==> src/rtl/seg_scan_ctrl.sv <==
// Scan controller for a multiplexed common-segment 7-segment display, with guard blanking and frame-aligned reloads.
// Optional macro SEG_SCAN_LEADING_ZERO_BLANK_EN keeps leading zero digits dark (digit 0 is always lit).
module seg_scan_ctrl #(
    parameter int NUM_DIGITS   = 4,
    parameter int DIGIT_W      = 3,
    parameter int REFRESH_DIV  = 50000,
    parameter int GUARD_CYCLES = 2
) (
    input  logic                          clk,
    input  logic                          rst,
    input  logic                          load_valid,
    output logic                          load_ready,
    input  logic [NUM_DIGITS*DIGIT_W-1:0] load_data,
    output logic [DIGIT_W-1:0]            digit_code,
    output logic [NUM_DIGITS-1:0]         digit_en,
    output logic                          blank,
    output logic                          frame_tick
);
    localparam int CNT_MAX = (REFRESH_DIV > GUARD_CYCLES) ? REFRESH_DIV : GUARD_CYCLES;
    localparam int CNT_W   = (CNT_MAX > 1) ? $clog2(CNT_MAX) : 1;
    localparam int IDX_W   = $clog2(NUM_DIGITS);
    localparam int DATA_W  = NUM_DIGITS * DIGIT_W;

    localparam logic [CNT_W-1:0] GUARD_LAST = CNT_W'(GUARD_CYCLES - 1);
    localparam logic [CNT_W-1:0] SHOW_LAST  = CNT_W'(REFRESH_DIV - 1);
    localparam logic [IDX_W-1:0] IDX_LAST   = IDX_W'(NUM_DIGITS - 1);

    typedef enum logic {GUARD = 1'b0, SHOW = 1'b1} state_t;

    state_t              state, state_next;
    logic [CNT_W-1:0]    cnt, cnt_next;
    logic [IDX_W-1:0]    idx, idx_next;
    logic [DATA_W-1:0]   active, active_next;
    logic [DATA_W-1:0]   pending, pending_next;
    logic                pending_full, pending_full_next;
    logic [DIGIT_W-1:0]  code_next;
    logic [NUM_DIGITS-1:0] en_next;
    logic                blank_next;
    logic                tick_next;
    logic                boundary;
    logic                lit;

`ifdef SEG_SCAN_LEADING_ZERO_BLANK_EN
    // A digit is a leading zero when it and every higher digit are zero.
    assign lit = (idx == '0) || ((active >> (int'(idx) * DIGIT_W)) != '0);
`else
    assign lit = 1'b1;
`endif

    // NOTE: every signal gets a default before the case so no path leaves it unassigned (no latches).
    always_comb begin
        state_next        = state;
        cnt_next          = cnt + 1'b1;
        idx_next          = idx;
        active_next       = active;
        pending_next      = pending;
        pending_full_next = pending_full;
        code_next         = digit_code;
        en_next           = digit_en;
        blank_next        = blank;
        boundary          = 1'b0;

        case (state)
            GUARD: begin
                if (cnt == GUARD_LAST) begin
                    cnt_next   = '0;
                    state_next = SHOW;
                    code_next  = active[int'(idx) * DIGIT_W +: DIGIT_W];
                    en_next    = lit ? (NUM_DIGITS'(1) << idx) : '0;
                    blank_next = 1'b0;
                end
            end
            SHOW: begin
                if (cnt == SHOW_LAST) begin
                    cnt_next   = '0;
                    state_next = GUARD;
                    blank_next = 1'b1;
                    en_next    = '0;
                    if (idx == IDX_LAST) begin
                        idx_next = '0;
                        boundary = 1'b1;
                    end else begin
                        idx_next = idx + 1'b1;
                    end
                end
            end
            default: ;
        endcase

        tick_next = boundary;

        // Commit uses the pending state from before this edge; a same-edge load waits a frame.
        if (boundary && pending_full) begin
            active_next       = pending;
            pending_full_next = 1'b0;
        end
        if (load_valid && load_ready) begin
            pending_next      = load_data;
            pending_full_next = 1'b1;
        end
    end

    // NOTE: sequential state uses non-blocking assignments so all registers update together.
    always_ff @(posedge clk) begin
        if (rst) begin
            state        <= GUARD;
            cnt          <= '0;
            idx          <= '0;
            // NOTE: the digit buffers are reset because a fresh frame must show all zeros.
            active       <= '0;
            pending      <= '0;
            pending_full <= 1'b0;
            load_ready   <= 1'b1;
            digit_code   <= '0;
            digit_en     <= '0;
            blank        <= 1'b1;
            frame_tick   <= 1'b0;
        end else begin
            state        <= state_next;
            cnt          <= cnt_next;
            idx          <= idx_next;
            active       <= active_next;
            pending      <= pending_next;
            pending_full <= pending_full_next;
            load_ready   <= !pending_full_next;
            digit_code   <= code_next;
            digit_en     <= en_next;
            blank        <= blank_next;
            frame_tick   <= tick_next;
        end
    end
endmodule
==> config.mk <==
export PLATFORM = sky130hd
export DESIGN_NAME = seg_scan_ctrl
export DESIGN_NICKNAME = d
export VERILOG_FILES = /design/src/rtl/seg_scan_ctrl.sv
export SDC_FILE = /design/constraint.sdc
export NUM_CORES = 1
export LEC_CHECK = 0
export ABC_AREA = 0
export CORE_ASPECT_RATIO = 0.8
export CORE_MARGIN = 5
export CORE_UTILIZATION = 50
export DETAILED_ROUTE_END_ITERATION = 7
export GPL_ROUTABILITY_DRIVEN = 0
export PLACE_DENSITY = 0.72
export SYNTH_ARGS = -nofsm -noshare
export SYNTH_HDL_FRONTEND = slang
export SYNTH_SLANG_ARGS = --single-unit
==> constraint.sdc <==
create_clock -name clk -period 5.2 [get_ports clk]
set_input_delay 1.04 -clock clk [delete_from_list [all_inputs] [get_ports clk]]
set_output_delay 1.04 -clock clk [all_outputs]
set_load 0.05 [all_outputs]
=== Word-level counts from Yosys, hierarchy flattened ===
Index checks and enable logic that the tools add are counted.

* $add $sub $neg: 2
* $mul: 1
* Equality and inequality tests: 5
* Shift operators: 2
* Muxes and demuxes: 18
* Bitwise logic cells: 1
* Reduce and logical (&&, ||, !) cells: 6

{| class="wikitable"
|+ Operators with widths
! kind !! number
|-
| 2-to-1 mux 16 bit || 2
|-
| case mux 16 bit (2 select lines) || 1
|-
| adder 16 x 1 -> 16 bit, second input constant || 1
|-
| equality test 16 x 1 -> 1 bit, second input constant || 1
|-
| equality test 16 bit, second input constant || 1
|-
| variable part select 12 x 5 -> 3 bit || 1
|-
| 2-to-1 mux 1 bit || 9
|-
| 2-to-1 mux 4 bit || 2
|-
| case mux 4 bit (2 select lines) || 1
|-
| AND reduction 2 bit || 3
|-
| multiplier 2 x 2 -> 4 bit, second input constant || 1
|-
| case mux 1 bit (2 select lines) || 2
|-
| << shifter 1 x 2 -> 4 bit, first input constant || 1
|-
| adder 2 x 1 -> 2 bit, second input constant || 1
|-
| equality test 2 bit, second input constant || 1
|-
| logical AND 1 bit || 2
|-
| 2-to-1 mux 2 bit || 1
|-
| != test 2 x 1 -> 1 bit, second input constant || 1
|-
| != test 2 bit, second input constant || 1
|-
| logical NOT 1 bit || 1
|-
| NOT 1 bit || 1
|}

* Register bits after elaboration: 54
* Input port bits: 15
* Output and inout bits: 10
* Logic and storage cells: 46

=== Longest topological paths before layout ===
* Word-level depth: 8
* Depth in mapped cells: 8
* Mapped depth without buffers: 6

=== Least setup slack after synthesis ===
No wires, ideal clock.

* Path type: reg-to-reg
* Start: reg cnt[4]
* End: reg active[11]
* Setup time: 0.132 ns
* Data arrival time: 1.897 ns
* Data required time: 5.068 ns
* Setup slack: 3.171 ns
* Cell stages (with the launch flop): 6
* Buffers on the path: 1
* Clock period less this slack: 2.029 ns
* Path through: dfxtp_1 > or4_4 > or4_4 > clkdlybuf4s15_2 > o21ai_0 > a21oi_1

* Word-level cells in the longest chain between the ends: 4

{| class="wikitable"
|+ RTL lines
! item !! RTL line !! RTL
|-
| start, declared || 31 || <nowiki>logic [CNT_W-1:0] cnt, cnt_next;</nowiki>
|-
| start signal, assigned || 120 || <nowiki>cnt <= cnt_next;</nowiki>
|-
| equality test 16 bit || 74 || <nowiki>if (cnt == SHOW_LAST) begin</nowiki>
|-
| 2-to-1 mux 1 bit || 74 ||
|-
| 2-to-1 mux 1 bit || 63 || <nowiki>case (state)</nowiki>
|-
| logical AND 1 bit || 93 || <nowiki>if (boundary && pending_full) begin</nowiki>
|-
| end signal, assigned || 122 || <nowiki>active <= active_next;</nowiki>
|-
| end, declared || 33 || <nowiki>logic [DATA_W-1:0] active, active_next;</nowiki>
|}

Every way passes these cells.
A chain may end at the register's enable or synchronous reset.

=== Worst setup path after layout ===
* Start: reg load_ready
* End: out load_ready

{| class="wikitable"
|+ RTL lines
! item !! RTL line !! RTL
|-
| start, declared || 12 || <nowiki>output logic load_ready,</nowiki>
|-
| start signal, assigned || 125 || <nowiki>load_ready <= !pending_full_next;</nowiki>
|}

No word-level cell between the ends.

==> flow_metrics.env <==
export IMPL_outcome="finished, final reports clean"
export IMPL_fin_cells=346
export IMPL_clk_pin_slew_ns=0.10
export IMPL_min_to="blank"
export IMPL_cts_tree="built"
export IMPL_hp_start="blank"
export IMPL_vdd_drop_max_mv=0.167
export IMPL_hp_class="flop to flop"
export IMPL_place_inst=338
export IMPL_fin_crit_ns=2.53
export IMPL_seq_area_frac_synth_pct=45.5
export IMPL_worstSetupPathType="flop to output pin"
export IMPL_power_density_mw_per_mm2=298
export IMPL_io_buffer_count=24
export IMPL_fmax_mhz=396
export IMPL_switchingPower_uw=196
export IMPL_drc=0
export IMPL_cts_buffer_depth=2
export IMPL_wire_per_inst_um=13.8
export IMPL_reg2reg_depth=5
export IMPL_hpwlAfterDp_um=3260
export IMPL_p_clk_share_pct=34.0
export IMPL_worst_ep_arrival_time_ns=1.49
export IMPL_rsz0062_at_grt="false"
export IMPL_hold_path_depth=2
export IMPL_stdcell_area_mm2=0.00270
export IMPL_num_antenna_cells=0
export IMPL_combPwrFrac_pct=11.3
export IMPL_slowest_stage="clkdlybuf4s50_1"
export IMPL_die_y_um=71.7
export IMPL_area_growth_pct=13.6
export IMPL_cts_made_buffers=5
export IMPL_routed_via_density=5.53
export IMPL_cts_hold_fix_buffers=0
export IMPL_cts_setup_buffers=0
export IMPL_final_common_cell="dfxtp_1"
export IMPL_layout_common_cells="dfxtp_1, nand2_1, a21oi_1"
export IMPL_cts_resized=0
export IMPL_fin_crit_sh_pct=48.6
export IMPL_cts_sinks=54
export IMPL_overflow=0
export IMPL_cp_buffers_inverters=1
export IMPL_drt_iter0_drc=197
export IMPL_maxSlewViolCount=0
export IMPL_cp_cell_sequence="clkdlybuf4s50_1"
export IMPL_die_area_mm2=0.00624
export IMPL_core_area_mm2=0.00460
export IMPL_r2r_setup_slack_ns=2.88
export IMPL_die_w_um=87.1
export IMPL_swShare_pct=24.4
export IMPL_pin_count=25
export IMPL_synth_area_top_cells="dfxtp_1, a21oi_1, nand2_1"
export IMPL_cts_root_buffer_cell="clkbuf_8"
export IMPL_r2r_start="cnt[0]"
export IMPL_clock_latency_ns=0.30
export IMPL_reg2reg_to="digit_en[1]"
export IMPL_initial_core_util_pct=51.7
export IMPL_layout_drive_gt1_share_pct=6.99
export IMPL_p_leak_uw=0.000912
export IMPL_layout_nets=306
export IMPL_ys_ff_latch=54
export IMPL_crit_family="buffers and inverters"
export IMPL_startpoint_type="flop"
export IMPL_drtAntennaViolNets=0
export IMPL_maxCapViolCount=0
export IMPL_intPower_uw=608
export IMPL_worst_slew_pin_slew_ns=0.762
export IMPL_first_pass_iters=4
export IMPL_required_ns=4.16
export IMPL_synth_top_area_share_pct=45.5
export IMPL_hold_viol=0
export IMPL_wirelength_um=4790
export IMPL_rows=22
export IMPL_grt_max_degree=37
export IMPL_num_vias=1914
export IMPL_avgSynthCellArea_um2=8.80
export IMPL_grt_total_usage_pct=15.9
export IMPL_antenna_found_initial=0
export IMPL_cp_max_fo=3
export IMPL_p_seq_share_pct=54.7
export IMPL_placed_cell_area_mm2=0.00259
export IMPL_grt_pass1_vias=1636
export IMPL_synth_top_area_cell="dfxtp_1"
export IMPL_critPathMaxStageDelay_ns=0.82
export IMPL_synth_warnings=0
export IMPL_setup_viol=0
export IMPL_clock_skew_ns=0.0108
export IMPL_synth_nets=291
export IMPL_cts_htree_levels=2
export IMPL_relSlewSlack_pct=49.2
export IMPL_syn_inst=270
export IMPL_endpoint_kind="output pin"
export IMPL_synthDistinctLibCells=35
export IMPL_grt_pass1_wl_um=8050
export IMPL_tns_ns=0
export IMPL_syn_area_mm2=0.00238
## worst max-delay path by stage
stage	depth (start not counted)	start	slack, ns	to
floorplan	5	cnt[4]	3.17	active[11]
global placement	6	rst	2.73	cnt[3]
detailed placement	6	rst	2.71	cnt[10]
CTS	1	load_ready	2.66	load_ready
global route	1	load_ready	2.63	load_ready
finish	1	load_ready	2.67	load_ready
## per-layer routing
| metal | track usage (%) | part of all wire, % | vias to the layer above |
|---|---|---|---|
| met1 | 25.1 | 52 | 882 |
| met2 | 21.4 | 41 | 44 |
| met3 | 3.68 | 5.8 | 2 |
| li1 | - | - | 986 |
| met4 | 4.15 | 0.46 | 0 |
| met5 | 0 | 0 | - |
## worst reg2reg max path, stage by stage (launching register included)
cell and delay, ns:
dfxtp_1 0.39, ha_1 0.27, and3_1 0.28, and2_0 0.65
a21oi_1 0.33, a31o_2 0.32
## synthesized netlist by cell type (all sizes together)
cell	number
a31o	4
dfxtp	54
nand2b	1
or4	5
or3	2
mux4	3
o211ai	1
ha	6
nor3b	3
nand2	35
and2	3
o21ai	14
a311o	1
and3	1
xor2	2
nand4	17
nand3	9
nor4	8
a21oi	29
buf	2
o31ai	2
a21boi	1
nor4b	2
inv	7
nor3	5
xnor2	10
mux2i	3
a311oi	1
clkdlybuf4s15	2
nor2	22
clkbuf	15
## layout make-up
type,instances,area (µm²)
fillers,414,1900
multi-input cells,190,1150
flip-flops and latches,54,1080
repair buffers,27,263
well taps,60,75.1
clock buffers,5,68.8
clock inverters,3,40.0
inverters,7,26.3
## kinds of logic after synthesis
| group | after synthesis | synth area share, % |
|---|---|---|
| xor+xnor | 12 | 4.42 |
| flops | 54 | 45.5 |
| simple gates | 113 | 24.0 |
| mux | 6 | 4.11 |
| compound gates | 53 | 12.6 |
| fa+ha+maj | 6 | 3.16 |
| buf+inv | 26 | 6.27 |
## sequential cells by signal, summed over array words and instances, names as in the netlist
name,cells
idx,2
blank,1
cnt,16
load_ready,1
pending,12
active,12
frame_tick,1
digit_en,4
pending_full,1
digit_code,3
state,1
## power by group through the flow
| stage | Sequential [µW] | Combinational, µW | Clock, µW |
|---|---|---|---|
| CTS | 440 | 90.8 | 279 |
| global route | 442 | 99.8 | 295 |
| finish | 440 | 90.6 | 273 |
| floorplan | 460 | 49.3 | 0 |
| detailed placement | 449 | 90.5 | 0 |
| global placement | 449 | 90.0 | 0 |
## through the flow
| stage | worst slack [ns] | total power (µW) | hold slack [ns] | util (%) |
|---|---|---|---|---|
| 2_1_floorplan | 3.17 | 509 | 0.433 | - |
| 3_3_place_gp | 2.73 | 539 | 0.430 | 56.4 |
| 3_5_place_dp | 2.71 | 540 | 0.443 | 56.4 |
| 4_1_cts | 2.66 | 809 | 0.456 | 58.7 |
| 5_1_grt | 2.63 | 838 | 0.475 | 58.7 |
| 6_report | 2.67 | 804 | 0.449 | 58.7 |
Note: power is estimated with default switching activity, not from simulation.
